`config.mk`:
```
export PLATFORM = sky130hd
export DESIGN_NAME = nn_result_reader
export DESIGN_NICKNAME = d
export VERILOG_FILES = /design/src/rtl/nn_mgr_pkg.sv /design/src/rtl/nn_argmax.sv /design/src/rtl/nn_result_reader.sv
export SDC_FILE = /design/constraint.sdc
export NUM_CORES = 1
export LEC_CHECK = 0
export ABC_AREA = 1
export ABC_CLOCK_PERIOD_IN_PS = 3300
export BUFFER_PORTS_ARGS = -buffer_cell sky130_fd_sc_hd__clkbuf_2
export CAP_MARGIN = 20
export CORE_ASPECT_RATIO = 0.8
export CORE_MARGIN = 2
export CORE_UTILIZATION = 43
export CTS_CLUSTER_SIZE = 20
export DETAILED_ROUTE_END_ITERATION = 8
export PLACE_DENSITY = 0.74
export SLEW_MARGIN = 0
export SYNTH_ARGS = -nofsm -noshare
export SYNTH_HDL_FRONTEND = slang
export SYNTH_HIERARCHICAL = 1
export SYNTH_SLANG_ARGS = --single-unit
```
`constraint.sdc`:
```
create_clock -name clk -period 3.3 [get_ports clk]
set_clock_uncertainty 0.15 [all_clocks]
set_input_delay 0 -clock clk [delete_from_list [all_inputs] [get_ports clk]]
set_output_delay 0 -clock clk [all_outputs]
set_load 0.03 [all_outputs]
```
`src/rtl/nn_mgr_pkg.sv`:
```
// rtl/nn_mgr_pkg.sv - shared reader states, default address map and status-word layout
package nn_mgr_pkg;

   typedef enum logic [1:0] {
      IDLE_ST  = 2'd0,
      ARMED_ST = 2'd1,
      AVAIL_ST = 2'd2
   } rd_state_t;

   localparam int DEF_WIDTH      = 32;
   localparam int DEF_LENGHT_I   = 32;
   localparam int DEF_LENGHT_MID = 8;
   localparam int DEF_LENGHT_O   = 2;

   // Outputs sit right after the weight, bias and input regions of the manager's map.
   localparam int OUT_BASE    = DEF_LENGHT_I*DEF_LENGHT_MID + DEF_LENGHT_MID*DEF_LENGHT_O
                                + DEF_LENGHT_I + 1;
   localparam int STATUS_ADDR = OUT_BASE + DEF_LENGHT_O;

   localparam int ST_READY_BIT = 0;
   localparam int ST_DOWN_BIT  = 1;
   localparam int ST_STATE_LSB = 2;
   localparam int ST_MASK_LSB  = 4;

   function automatic int st_ovr_bit(input int n_out);
      return ST_MASK_LSB + n_out;
   endfunction

endpackage

```
`src/rtl/nn_argmax.sv`:
```
// rtl/nn_argmax.sv - index of the largest signed word; ties resolve to the lowest index
module nn_argmax #(
   parameter int WIDTH = 32,
   parameter int N     = 2,
   parameter int IDX_W = 1
) (
   input  logic [N-1:0][WIDTH-1:0] data,
   output logic [IDX_W-1:0]        idx
);

   logic signed [WIDTH-1:0] best;

   always_comb begin
      best = $signed(data[0]);
      idx  = '0;
      // Strict compare keeps the earliest index on equal values.
      for (int i = 1; i < N; i++) begin
         if ($signed(data[i]) > best) begin
            best = $signed(data[i]);
            idx  = IDX_W'(i);
         end
      end
   end

endmodule

```
`src/rtl/nn_result_reader.sv`:
```
// rtl/nn_result_reader.sv - captures network outputs and serves them on the CPU bus
// Optional argmax status field: NN_RESULT_ARGMAX_EN.
module nn_result_reader #(
   parameter int WIDTH       = nn_mgr_pkg::DEF_WIDTH,
   parameter int LENGHT_I    = nn_mgr_pkg::DEF_LENGHT_I,
   parameter int LENGHT_MID  = nn_mgr_pkg::DEF_LENGHT_MID,
   parameter int LENGHT_O    = nn_mgr_pkg::DEF_LENGHT_O,
   parameter int OUT_BASE    = LENGHT_I*LENGHT_MID + LENGHT_MID*LENGHT_O + LENGHT_I + 1,
   parameter int STATUS_ADDR = OUT_BASE + LENGHT_O,
   parameter int WIDTH_ADDR  = $clog2(STATUS_ADDR + 1)
) (
   input  logic                             clk,
   input  logic                             reset,
   input  logic                             arm,
   input  logic                             nw_valid,
   input  logic [LENGHT_O-1:0][WIDTH-1:0]   nw_data,
   input  logic                             read,
   input  logic                             write,
   input  logic [WIDTH_ADDR-1:0]            address,
   output logic [WIDTH-1:0]                 out_d,
   output logic                             rd_valid,
   output logic                             ready,
   output logic                             down,
   output logic                             consumed
);

   import nn_mgr_pkg::*;

   localparam int ST_OVR = st_ovr_bit(LENGHT_O);
   localparam int IDX_W  = (LENGHT_O > 1) ? $clog2(LENGHT_O) : 1;

   rd_state_t                      state, state_d;
   logic [LENGHT_O-1:0][WIDTH-1:0] result;
   logic [LENGHT_O-1:0]            rd_mask, mask_d, hit;
   logic                           overrun, ovr_d, capture, consumed_d;
   logic                           qrd, stat_hit, rd_valid_d;
   logic [WIDTH-1:0]               status, out_d_d;

`ifdef NN_RESULT_ARGMAX_EN
   logic [IDX_W-1:0] amax_idx_c, amax_idx;
   logic             amax_vld;

   nn_argmax #(.WIDTH(WIDTH), .N(LENGHT_O), .IDX_W(IDX_W)) u_argmax (
      .data (nw_data),
      .idx  (amax_idx_c)
   );
`endif

   assign ready = (state == IDLE_ST);
   assign down  = (state == AVAIL_ST);
   assign qrd   = read && !write;

   always_comb begin
      status                     = '0;
      status[ST_READY_BIT]       = ready;
      status[ST_DOWN_BIT]        = down;
      status[ST_STATE_LSB +: 2]  = state;
      status[ST_MASK_LSB +: LENGHT_O] = rd_mask;
      status[ST_OVR]             = overrun;
`ifdef NN_RESULT_ARGMAX_EN
      status[WIDTH-1 -: IDX_W+1] = {amax_vld, amax_idx};
`endif
   end

   always_comb begin
      hit = '0;
      for (int i = 0; i < LENGHT_O; i++)
         hit[i] = qrd && (address == WIDTH_ADDR'(OUT_BASE + i));
      stat_hit = qrd && (address == WIDTH_ADDR'(STATUS_ADDR));

      state_d    = state;
      mask_d     = rd_mask;
      ovr_d      = overrun;
      capture    = 1'b0;
      consumed_d = 1'b0;
      case (state)
         IDLE_ST:  ;
         ARMED_ST: if (nw_valid) begin
            capture = 1'b1;
            state_d = AVAIL_ST;
         end
         AVAIL_ST: begin
            mask_d = rd_mask | hit;
            if (nw_valid) ovr_d = 1'b1;
            if (&mask_d) begin
               state_d    = IDLE_ST;
               consumed_d = 1'b1;
            end
         end
         default: state_d = IDLE_ST;
      endcase
      // Arm overrides everything, including a coincident capture or completion.
      if (arm) begin
         state_d    = ARMED_ST;
         mask_d     = '0;
         ovr_d      = 1'b0;
         capture    = 1'b0;
         consumed_d = 1'b0;
      end

      rd_valid_d = (|hit) || stat_hit;
      out_d_d    = '0;
      if (state == AVAIL_ST)
         for (int i = 0; i < LENGHT_O; i++)
            if (hit[i]) out_d_d = result[i];
      if (stat_hit) out_d_d = status;
   end

   always_ff @(posedge clk) begin
      if (!reset) begin
         state    <= IDLE_ST;
         result   <= '0;
         rd_mask  <= '0;
         overrun  <= 1'b0;
         out_d    <= '0;
         rd_valid <= 1'b0;
         consumed <= 1'b0;
      end else begin
         state    <= state_d;
         rd_mask  <= mask_d;
         overrun  <= ovr_d;
         out_d    <= out_d_d;
         rd_valid <= rd_valid_d;
         consumed <= consumed_d;
         if (capture) result <= nw_data;
      end
   end

`ifdef NN_RESULT_ARGMAX_EN
   always_ff @(posedge clk) begin
      if (!reset) begin
         amax_idx <= '0;
         amax_vld <= 1'b0;
      end else if (arm) begin
         amax_vld <= 1'b0;
      end else if (capture) begin
         amax_idx <= amax_idx_c;
         amax_vld <= 1'b1;
      end
   end
`endif

endmodule
```
==> flow_metrics.tcl, run 1 <==
set metrics [dict create \
    status "finished, final reports clean" \
    arrival_ps 2940 \
    rows 31 \
    clock_latency_ps 330 \
    hpwl_um 6430 \
    fin_total_pwr_uw 2640 \
    timing.hold.ws_ps 43.8 \
    min_period_ps 2860 \
    cts_max_level 3 \
    regToRegStartpoint "state[0]" \
    synth.most_common_cell "nor2_1" \
    diodes 0 \
    critPathRequiredTime_ps 3380 \
    routed_wl_um 10500 \
    drv_slew 0 \
    post_drt_via_cell_ratio 4.86 \
    synthCells 502 \
    rsz0062_at_grt "no" \
    nFillCells 775 \
    num_vias 3868 \
    dieArea_mm2 0.0101 \
    die_y_um 90.2 \
    peakVddDrop_mv 0.289 \
    boundaryPins 115 \
    powerDensity_mw_per_mm2 472 \
    clockBufferDepth 2 \
    dpl_cell_area_mm2 0.00453 \
    die_x_um 112 \
    fmax_ghz 0.350 \
    min_period_over_period 0.867 \
    yosysSeqAreaShare 0.516 \
    synth_top_area_share 0.516 \
    syn_to_final_growth_pct 39.9 \
    grt_usage 0.215 \
    crit_path_start_kind "input pin" \
    synth_cell_types 23 \
    finalSetupViolations 0 \
    worstHoldPathType "in2reg" \
    min_path_cells 7 \
    clkTransAtPathRegs_ps 70 \
    synth-seq-cells 103 \
    portBuffers 114 \
    setup_tns_ps 0 \
    numCtsBuffers 9 \
    synthTopCellsByCount "128 x nor2_1, 103 x dfxtp_1, 78 x nand2_1" \
    cap_violations 0 \
    hold_end "out_d[5]" \
    grt_pass1_vias 3695 \
    p_leak_uw 0.00234 \
    crit_path_max_fanout 26 \
    synth_edf_count 0 \
    critPathKind "in2reg" \
    ant_nets 0 \
    antenna_found_initial 0 \
    drt_iter0_drc 241 \
    final_cell_area_mm2 0.00559 \
    fin_nets 756 \
    drtPass1Iterations 5 \
    final_util 0.619 \
    start_util 0.442 \
    r2r_end "result[3]" \
    grt_pass1_wl_um 17400 \
    hold_path.startpoint "address[4]" \
    grt_overflow 0 \
    syn_nets 581 \
    rrSetupSlack_ps 1060 \
    wl_per_cell_um 13.2 \
    clockRootBuffer "clkbuf_16" \
    core_mm2 0.00904 \
    synth_area_mm2 0.00400 \
    cts_resized 0 \
    grt_max_degree 70 \
    ys.warnings.count 6 \
    end_kind "flip-flop" \
    worstMarginPinSlew_ps 996 \
    cts_sinks 103 \
    relSlewSlack 0.335 \
    synth-async-reset-ratio 0 \
    synthTopCellsByArea "dfxtp_1 52%, nor2_1 12%, o21ai_0 7.9%, nand2_1 7.3%, a21oi_2 4.4%" \
    drive_gt1_frac 0.245 \
    synth_ff_type "dfxtp_1" \
    post_synth.cell_area_avg_um2 7.96 \
    gp_congestion 0.815 \
    hold_viol_final 0 \
    ff2ff_path_depth 7 \
    cts_tree "done" \
    route.detailed.drc 0 \
    synth_top_area_cell "dfxtp_1" \
]
-- placed cells by master, fill, tap and decap left out, types with 2 or more instances in the layout --
cell | netlist | layout
nor2_1 | 128 | 128
a21oi_1 | 17 | 17
clkbuf_2 | 0 | 114
buf_4 | 3 | 2
o21ai_1 | 3 | 3
o21ai_0 | 63 | 63
nand3_1 | 21 | 21
inv_2 | 3 | 3
dfxtp_1 | 103 | 103
nor2_4 | 6 | 6
clkinv_2 | 0 | 2
clkbuf_16 | 0 | 9
a21oi_2 | 20 | 20
nor2_2 | 3 | 3
inv_1 | 22 | 22
dlygate4sd3_1 | 0 | 75
nand2_1 | 78 | 78
bufinv_16 | 0 | 2
nand2_4 | 2 | 2
-- state kept, by name (all words and copies together) (netlist names) --
signal / cells
rd_mask: 2
state: 2
consumed: 1
result: 64
overrun: 1
out_d: 32
rd_valid: 1
-- critical path, cell delays in order --
cell and delay, ps:
dlygate4sd3_1 560, clkbuf_2 110, nor2_1 140, dlygate4sd3_1 580, inv_1 60, nor2_2 370, nand2_1 180, nor2_4 240
nor2_4 70, nand2_4 330, inv_1 110, nand2_1 90, nand2_1 60
-- power by group --
| part | internal [µW] | switching, µW | leakage (µW) |
|---|---|---|---|
| sequential | 1280 | 17.1 | 0.000835 |
| clock | 679 | 437 | 0.000155 |
| combinational | 124 | 106 | 0.00135 |
| total | 2080 | 560 | 0.00234 |
-- layout make-up --
cell class | instances | area (µm²) | share of cell area
flip-flops and latches | 103 | 2060 | 0.369
multi-input cells | 345 | 1630 | 0.292
repair buffers | 191 | 1340 | 0.239
clock buffers | 11 | 243 | 0.0434
well taps | 115 | 144 | 0.0257
inverters | 27 | 106 | 0.0190
clock inverters | 4 | 70.1 | 0.0125
-- worst max-delay path by stage --
stage                       to  slack, ps  startpoint
global route          out_d[6]        290  address[2]
floorplan            out_d[10]       1830    state[1]
CTS                   out_d[6]        570  address[2]
global placement    result[56]       1180    state[0]
finish                out_d[6]        440  address[2]
detailed placement  result[20]       1070    state[0]
-- cells by family after synthesis --
family                 Yosys count  share of synthesized area
AO/OA/AOI/OAI                  104                      0.150
buffers and inverters           54                     0.0764
AND/OR/NAND/NOR                241                      0.258
flip-flops                     103                      0.516
-- routing by layer --
metal  vias up  track usage  wire (µm)
li1       1950            -          -
met1      1749        0.272       4580
met2       146        0.357       5060
met3        23       0.0580        673
met4         0       0.0689        210
met5         -            0          0
-- per-stage QoR --
step           instances  setup slack (ps)
6_report             796               440
3_5_place_dp         706              1070
5_1_grt              796               289
2_1_floorplan        502              1830
4_1_cts              796               570
3_3_place_gp         706              1180
-- timing repair --
item	4_1_cts	5_1_grt
hold endpoints to repair	77	0
setup buffers	0	0
hold buffers	75	0
(Power assumes the default switching activity.)
==> inputs of run 2 (changes only) <==
--- a/config.mk
+++ b/config.mk
@@ -5,7 +5,6 @@
 export SDC_FILE = /design/constraint.sdc
 export NUM_CORES = 1
 export LEC_CHECK = 0
-export ABC_AREA = 1
 export ABC_CLOCK_PERIOD_IN_PS = 3300
 export BUFFER_PORTS_ARGS = -buffer_cell sky130_fd_sc_hd__clkbuf_2
 export CAP_MARGIN = 20
@@ -14,8 +13,8 @@
 export CORE_UTILIZATION = 43
 export CTS_CLUSTER_SIZE = 20
 export DETAILED_ROUTE_END_ITERATION = 8
-export PLACE_DENSITY = 0.74
-export SLEW_MARGIN = 0
+export PLACE_DENSITY = 0.75
+export SLEW_MARGIN = 25
 export SYNTH_ARGS = -nofsm -noshare
 export SYNTH_HDL_FRONTEND = slang
 export SYNTH_HIERARCHICAL = 1
==> run 2 against run 1 <==
  * Synthesized cell count is 15% lower
  * Final cell count is 9.2% lower
  * Register-to-register slack better by 220 ps
  * Highest routed layer unchanged
  * Critical path depth is 7 lower
==> flow_metrics.tcl, run 2 <==
set metrics [dict create \
    min_period_ps 2530 \
    top_register "result" \
    post_drt_via_cell_ratio 4.93 \
    synth_cell_types 31 \
    relSlewSlack 0.534 \
    min_period_over_period 0.766 \
    worstHoldPathType "in2reg" \
    cts_tree "done" \
    ff_latch_area_mm2 0.00206 \
    rrSetupSlack_ps 1280 \
    synthTopCellsByArea "dfxtp_1 56%, nand2_1 13%, a21oi_1 9.1%, a22oi_1 5.3%, nor2_1 3.6%" \
    synth-seq-cells 103 \
    drive_gt1_frac 0.244 \
    synth_area_mm2 0.00369 \
    largest_registers "result: 64 flops, out_d: 32 flops" \
    synth_top_area_cell "dfxtp_1" \
    finalSetupViolations 0 \
    die_x_um 108 \
    synth_edf_count 0 \
    grt_pass1_wl_um 15500 \
    muxShareOfSynthArea 0 \
    final_cell_area_mm2 0.00527 \
    yosys.area_share.adder 0 \
    min_path_cells 4 \
    grt_overflow 0 \
    synth_top_area_share 0.559 \
    cts-hold-fix-buffers 74 \
    drv_slew 0 \
    clkTransAtPathRegs_ps 100 \
    ys.warnings.count 6 \
    core_mm2 0.00841 \
    wl_per_cell_um 13.3 \
    numCtsBuffers 9 \
    start_util 0.439 \
    layout_setup_ws_ps 771 \
    syn_nets 506 \
    pre_cts_slack_ps 1040 \
    synthTopCellsByCount "132 x nand2_1, 103 x dfxtp_1, 67 x a21oi_1" \
    syn_to_final_growth_pct 42.7 \
    p_leak_uw 0.00206 \
    cts_max_level 3 \
    hold_path.startpoint "address[5]" \
    final_common_cell "nand2_1" \
    hpwl_um 5910 \
    nFillCells 703 \
    peakVddDrop_mv 0.219 \
    fmax_ghz 0.395 \
    gp_congestion 0.733 \
    largest_reg_flops 64 \
    grt_max_degree 36 \
    dpl_cell_area_mm2 0.00433 \
    regToRegStartpoint "state[1]" \
    synth_simple_gate_area_share 0.220 \
    boundaryPins 115 \
    grt_pass1_vias 3362 \
    antenna_found_initial 0 \
    drt_iter0_drc 182 \
    status "finished, final reports clean" \
    critPathRequiredTime_ps 3410 \
    rows 30 \
    portBuffers 114 \
    post_cts.repair.setup_buffers 0 \
    clockBufferDepth 2 \
    arrival_ps 2640 \
    diodes 0 \
    hold_viol_final 0 \
    r2r_end "out_d[1]" \
    cap_violations 0 \
    worstMarginPinSlew_ps 697 \
    synth_compound_area_frac 0.185 \
    synth-async-reset-ratio 0 \
    num_vias 3567 \
    fin_nets 685 \
    synth_top_family_by_area "simple AND/OR/NAND/NOR gates" \
    clock_latency_ps 360 \
    cts_sinks 103 \
    route.detailed.drc 0 \
    synth-xor-area-share 0 \
    ff2ff_path_depth 4 \
    critPathKind "in2reg" \
    ant_nets 0 \
    end_kind "flip-flop" \
    dieArea_mm2 0.00935 \
    post_synth.cell_area_avg_um2 8.64 \
    cts_resized 0 \
    synthCells 427 \
    hold_end "consumed" \
    synth_ff_type "dfxtp_1" \
    rsz0062_at_grt "no" \
    grt_usage 0.212 \
    clockRootBuffer "clkbuf_8" \
    multiInputGateArea_mm2 0.00150 \
    powerDensity_mw_per_mm2 424 \
    drtPass1Iterations 4 \
    synth.most_common_cell "nand2_1" \
    crit_path_start_kind "input pin" \
    crit_path_max_fanout 4 \
    final_cell_mix "132 x nand2_1, 114 x clkbuf_2, 103 x dfxtp_1" \
    die_y_um 86.9 \
    setup_tns_ps 0 \
    yosysSeqAreaShare 0.559 \
    routed_wl_um 9600 \
]
run 2: cell types whose count changed in the layout (fill, tap and decap cells not counted), sizes merged, moves of 10 or more:
| cell | before | now |
|---|---|---|
| a21oi | 37 | 67 |
| a22o | 0 | 10 |
| a22oi | 0 | 26 |
| inv | 26 | 7 |
| nand2 | 80 | 132 |
| nand3 | 22 | 0 |
| nor2 | 137 | 35 |
| o21ai | 66 | 3 |
run 2: cell families (layout without fill, tap and decap cells):
family | Yosys count | in the layout
compound gates | 111 | 111
buf+inv | 29 | 213
flops | 103 | 103
simple gates | 184 | 184
run 2: stage by stage:
stage	total power (µW)	instances	hold slack, ps	util
after floorplan	1360	427	-29.3	-
after global placement	1430	633	75.9	0.515
after detailed placement	1430	633	79.4	0.515
after CTS	2260	723	16.1	0.627
after global routing	2340	723	51.1	0.627
final	2230	723	35.9	0.627
run 2: critical path: stages:
cell and delay (ps):
dlygate4sd3_1 530, clkbuf_2 100, or4b_4 530, dlygate4sd3_1 600, or4_2 640, a31o_2 250
run 2: final cells by class:
cell class | instances | share of cell area
clock buffers | 10 | 0.0261
clock inverters | 6 | 0.0109
inverters | 2 | 0.00142
multi-input cells | 295 | 0.285
flip-flops and latches | 103 | 0.391
well taps | 112 | 0.0266
repair buffers | 195 | 0.259
run 2: worst max-delay path by stage:
stage          startpoint  depth (start not counted)   endpoint  slack [ps]
6_report       address[2]                          6   state[1]         770
5_1_grt        address[2]                          6   state[1]         760
4_1_cts        address[2]                          6   state[1]         790
3_5_place_dp        write                          5  out_d[14]        1040
3_3_place_gp        write                          5  out_d[13]        1090
2_1_floorplan    state[1]                          5  out_d[24]        1380
run 2: routing by layer:
layer / track usage / wire length [µm] / vias up
li1: - / - / 1790
met1: 0.271 / 4040 / 1641
met2: 0.354 / 4810 / 124
met3: 0.0464 / 591 / 12
met4: 0.0793 / 161 / 0
met5: 0 / 0 / -
run 2: power breakdown:
part	total, µW	switching [µW]	leakage, µW	internal [µW]
sequential	1270	10.6	0.000832	1260
clock	765	449	0.000102	315
combinational	197	85.6	0.00113	111
total	2230	545	0.00206	1690
==> inputs of run 3 (changes only) <==
--- a/config.mk
+++ b/config.mk
@@ -5,7 +5,7 @@
 export SDC_FILE = /design/constraint.sdc
 export NUM_CORES = 1
 export LEC_CHECK = 0
-export ABC_CLOCK_PERIOD_IN_PS = 3300
+export ABC_CLOCK_PERIOD_IN_PS = 2200
 export BUFFER_PORTS_ARGS = -buffer_cell sky130_fd_sc_hd__clkbuf_2
 export CAP_MARGIN = 20
 export CORE_ASPECT_RATIO = 0.8
@@ -13,7 +13,7 @@
 export CORE_UTILIZATION = 43
 export CTS_CLUSTER_SIZE = 20
 export DETAILED_ROUTE_END_ITERATION = 8
-export PLACE_DENSITY = 0.75
+export PLACE_DENSITY = 0.78
 export SLEW_MARGIN = 25
 export SYNTH_ARGS = -nofsm -noshare
 export SYNTH_HDL_FRONTEND = slang
==> constraint.sdc (replaced) <==
create_clock -name clk -period 2.2 [get_ports clk]
set_clock_uncertainty 0.15 [all_clocks]
set_input_delay 0 -clock clk [delete_from_list [all_inputs] [get_ports clk]]
set_output_delay 0 -clock clk [all_outputs]
set_load 0.03 [all_outputs]
==> run 3 against run 2 <==
  * First-iteration DRC count grew 18%
  * Die area is the same
  * Power grew 51%
  * Count of clock-buffer cells in the layout is the same
  * Via count is essentially flat
  * Clock power grew 50%
  * Register-to-register slack lost 1100 ps
  * Critical endpoint is now out_d[10]
  * Critical path depth grew 1
==> flow_metrics.tcl, run 3 (synthesis results as in run 2) <==
set metrics [dict create \
    cts-hold-fix-buffers 74 \
    final_common_cell "nand2_1" \
    grt_usage 0.210 \
    drtPass1Iterations 4 \
    crit_path_start_kind "input pin" \
    clockBufferDepth 2 \
    top_register "result" \
    end_kind "flip-flop" \
    ant_nets 0 \
    grt_max_degree 41 \
    final_cell_mix "132 x nand2_1, 114 x clkbuf_2, 103 x dfxtp_1" \
    arrival_ps 2240 \
    stdcell_count 724 \
    clock_latency_ps 360 \
    relSlewSlack 0.585 \
    clkTransAtPathRegs_ps 100 \
    critPathKind "in2reg" \
    wl_per_cell_um 13.4 \
    drive_gt1_frac 0.245 \
    powerDensity_mw_per_mm2 633 \
    fmax_ghz 0.477 \
    worstHoldPathType "in2reg" \
    critPathRequiredTime_ps 2350 \
    antenna_found_initial 0 \
    setup_tns_ps 0 \
    boundaryPins 115 \
    timing.hold.ws_ps 34.8 \
    drv_slew 0 \
    cts_sinks 103 \
    start_util 0.439 \
    rsz0062_at_grt "no" \
    num_vias 3568 \
    hold_viol_final 0 \
    cts_resized 0 \
    grt_pass1_vias 3426 \
    diodes 0 \
    dpl_cell_area_mm2 0.00438 \
    status "finished, final reports clean" \
    rows 30 \
    routed_wl_um 9670 \
    dp.cells 634 \
    drt_iter0_drc 214 \
    route.detailed.drc 0 \
    met2_length_um 4810 \
    fin_nets 686 \
    dieArea_mm2 0.00935 \
    clockRootBuffer "clkbuf_8" \
    p_leak_uw 0.00208 \
    cts_tree "done" \
    die_x_um 108 \
    hpwl_um 6000 \
    numCtsBuffers 9 \
    portBuffers 114 \
    syn_to_final_growth_pct 44.0 \
    pre_cts_slack_ps 282 \
    largest_registers "result: 64 flops, out_d: 32 flops" \
    final_cell_area_mm2 0.00531 \
    finalSetupViolations 0 \
    routed.top_layer "met4" \
    grt_pass1_wl_um 15400 \
    cts_max_level 3 \
    die_y_um 86.9 \
    largest_reg_flops 64 \
    gp_congestion 0.798 \
    wl_met1_um 4100 \
    core_mm2 0.00841 \
    layout_setup_ws_ps 105 \
    post_cts.repair.setup_buffers 0 \
    post_drt_via_cell_ratio 4.93 \
    grt_overflow 0 \
    min_period_ps 2090 \
    worstMarginPinSlew_ps 622 \
    min_period_over_period 0.952 \
    crit_path_max_fanout 24 \
    peakVddDrop_mv 0.306 \
    cap_violations 0 \
    wl_met3_um 606 \
]
[run 3: cell types whose count changed in the layout (fill, tap and decap cells not counted)]
cell	change
buf_12	+3
buf_4	-2
[run 3: worst paths after layout]
check | cells after the start | to | slack, ps | from
min reg2reg | 2 | result[61] | 310 | result[61]
min | 4 | consumed | 30 | address[5]
max reg2reg | 4 | out_d[1] | 170 | state[1]
max | 7 | out_d[10] | 110 | write
[run 3: final cells by class]
| class | count | area (µm²) |
|---|---|---|
| fillers | 696 | 3090 |
| flip-flops and latches | 103 | 2060 |
| multi-input cells | 295 | 1500 |
| repair buffers | 196 | 1410 |
| well taps | 112 | 140 |
| clock buffers | 10 | 138 |
| clock inverters | 6 | 57.6 |
| inverters | 2 | 7.51 |
[run 3: critical path: stages]
cell and delay (ps):
clkbuf_2 80, or4b_4 530, dlygate4sd3_1 670, nor4b_4 350, buf_4 380, a22oi_1 110, nor2_1 110
[run 3: per-layer routing]
metal  global-route usage  up-vias
met5                    0        -
met4               0.0734        0
li1                     -     1789
met3               0.0516       13
met2                0.363      112
met1                0.256     1654
[run 3: per-stage QoR]
stage	total power, µW	util
after detailed placement	2150	0.521
final	3360	0.632
after floorplan	2040	-
after global routing	3510	0.632
after global placement	2140	0.521
after CTS	3390	0.632
[run 3: power by group]
group          total (µW)  switching [µW]  internal (µW)
combinational         303             131            172
sequential           1910            16.1           1890
clock                1150             678            473
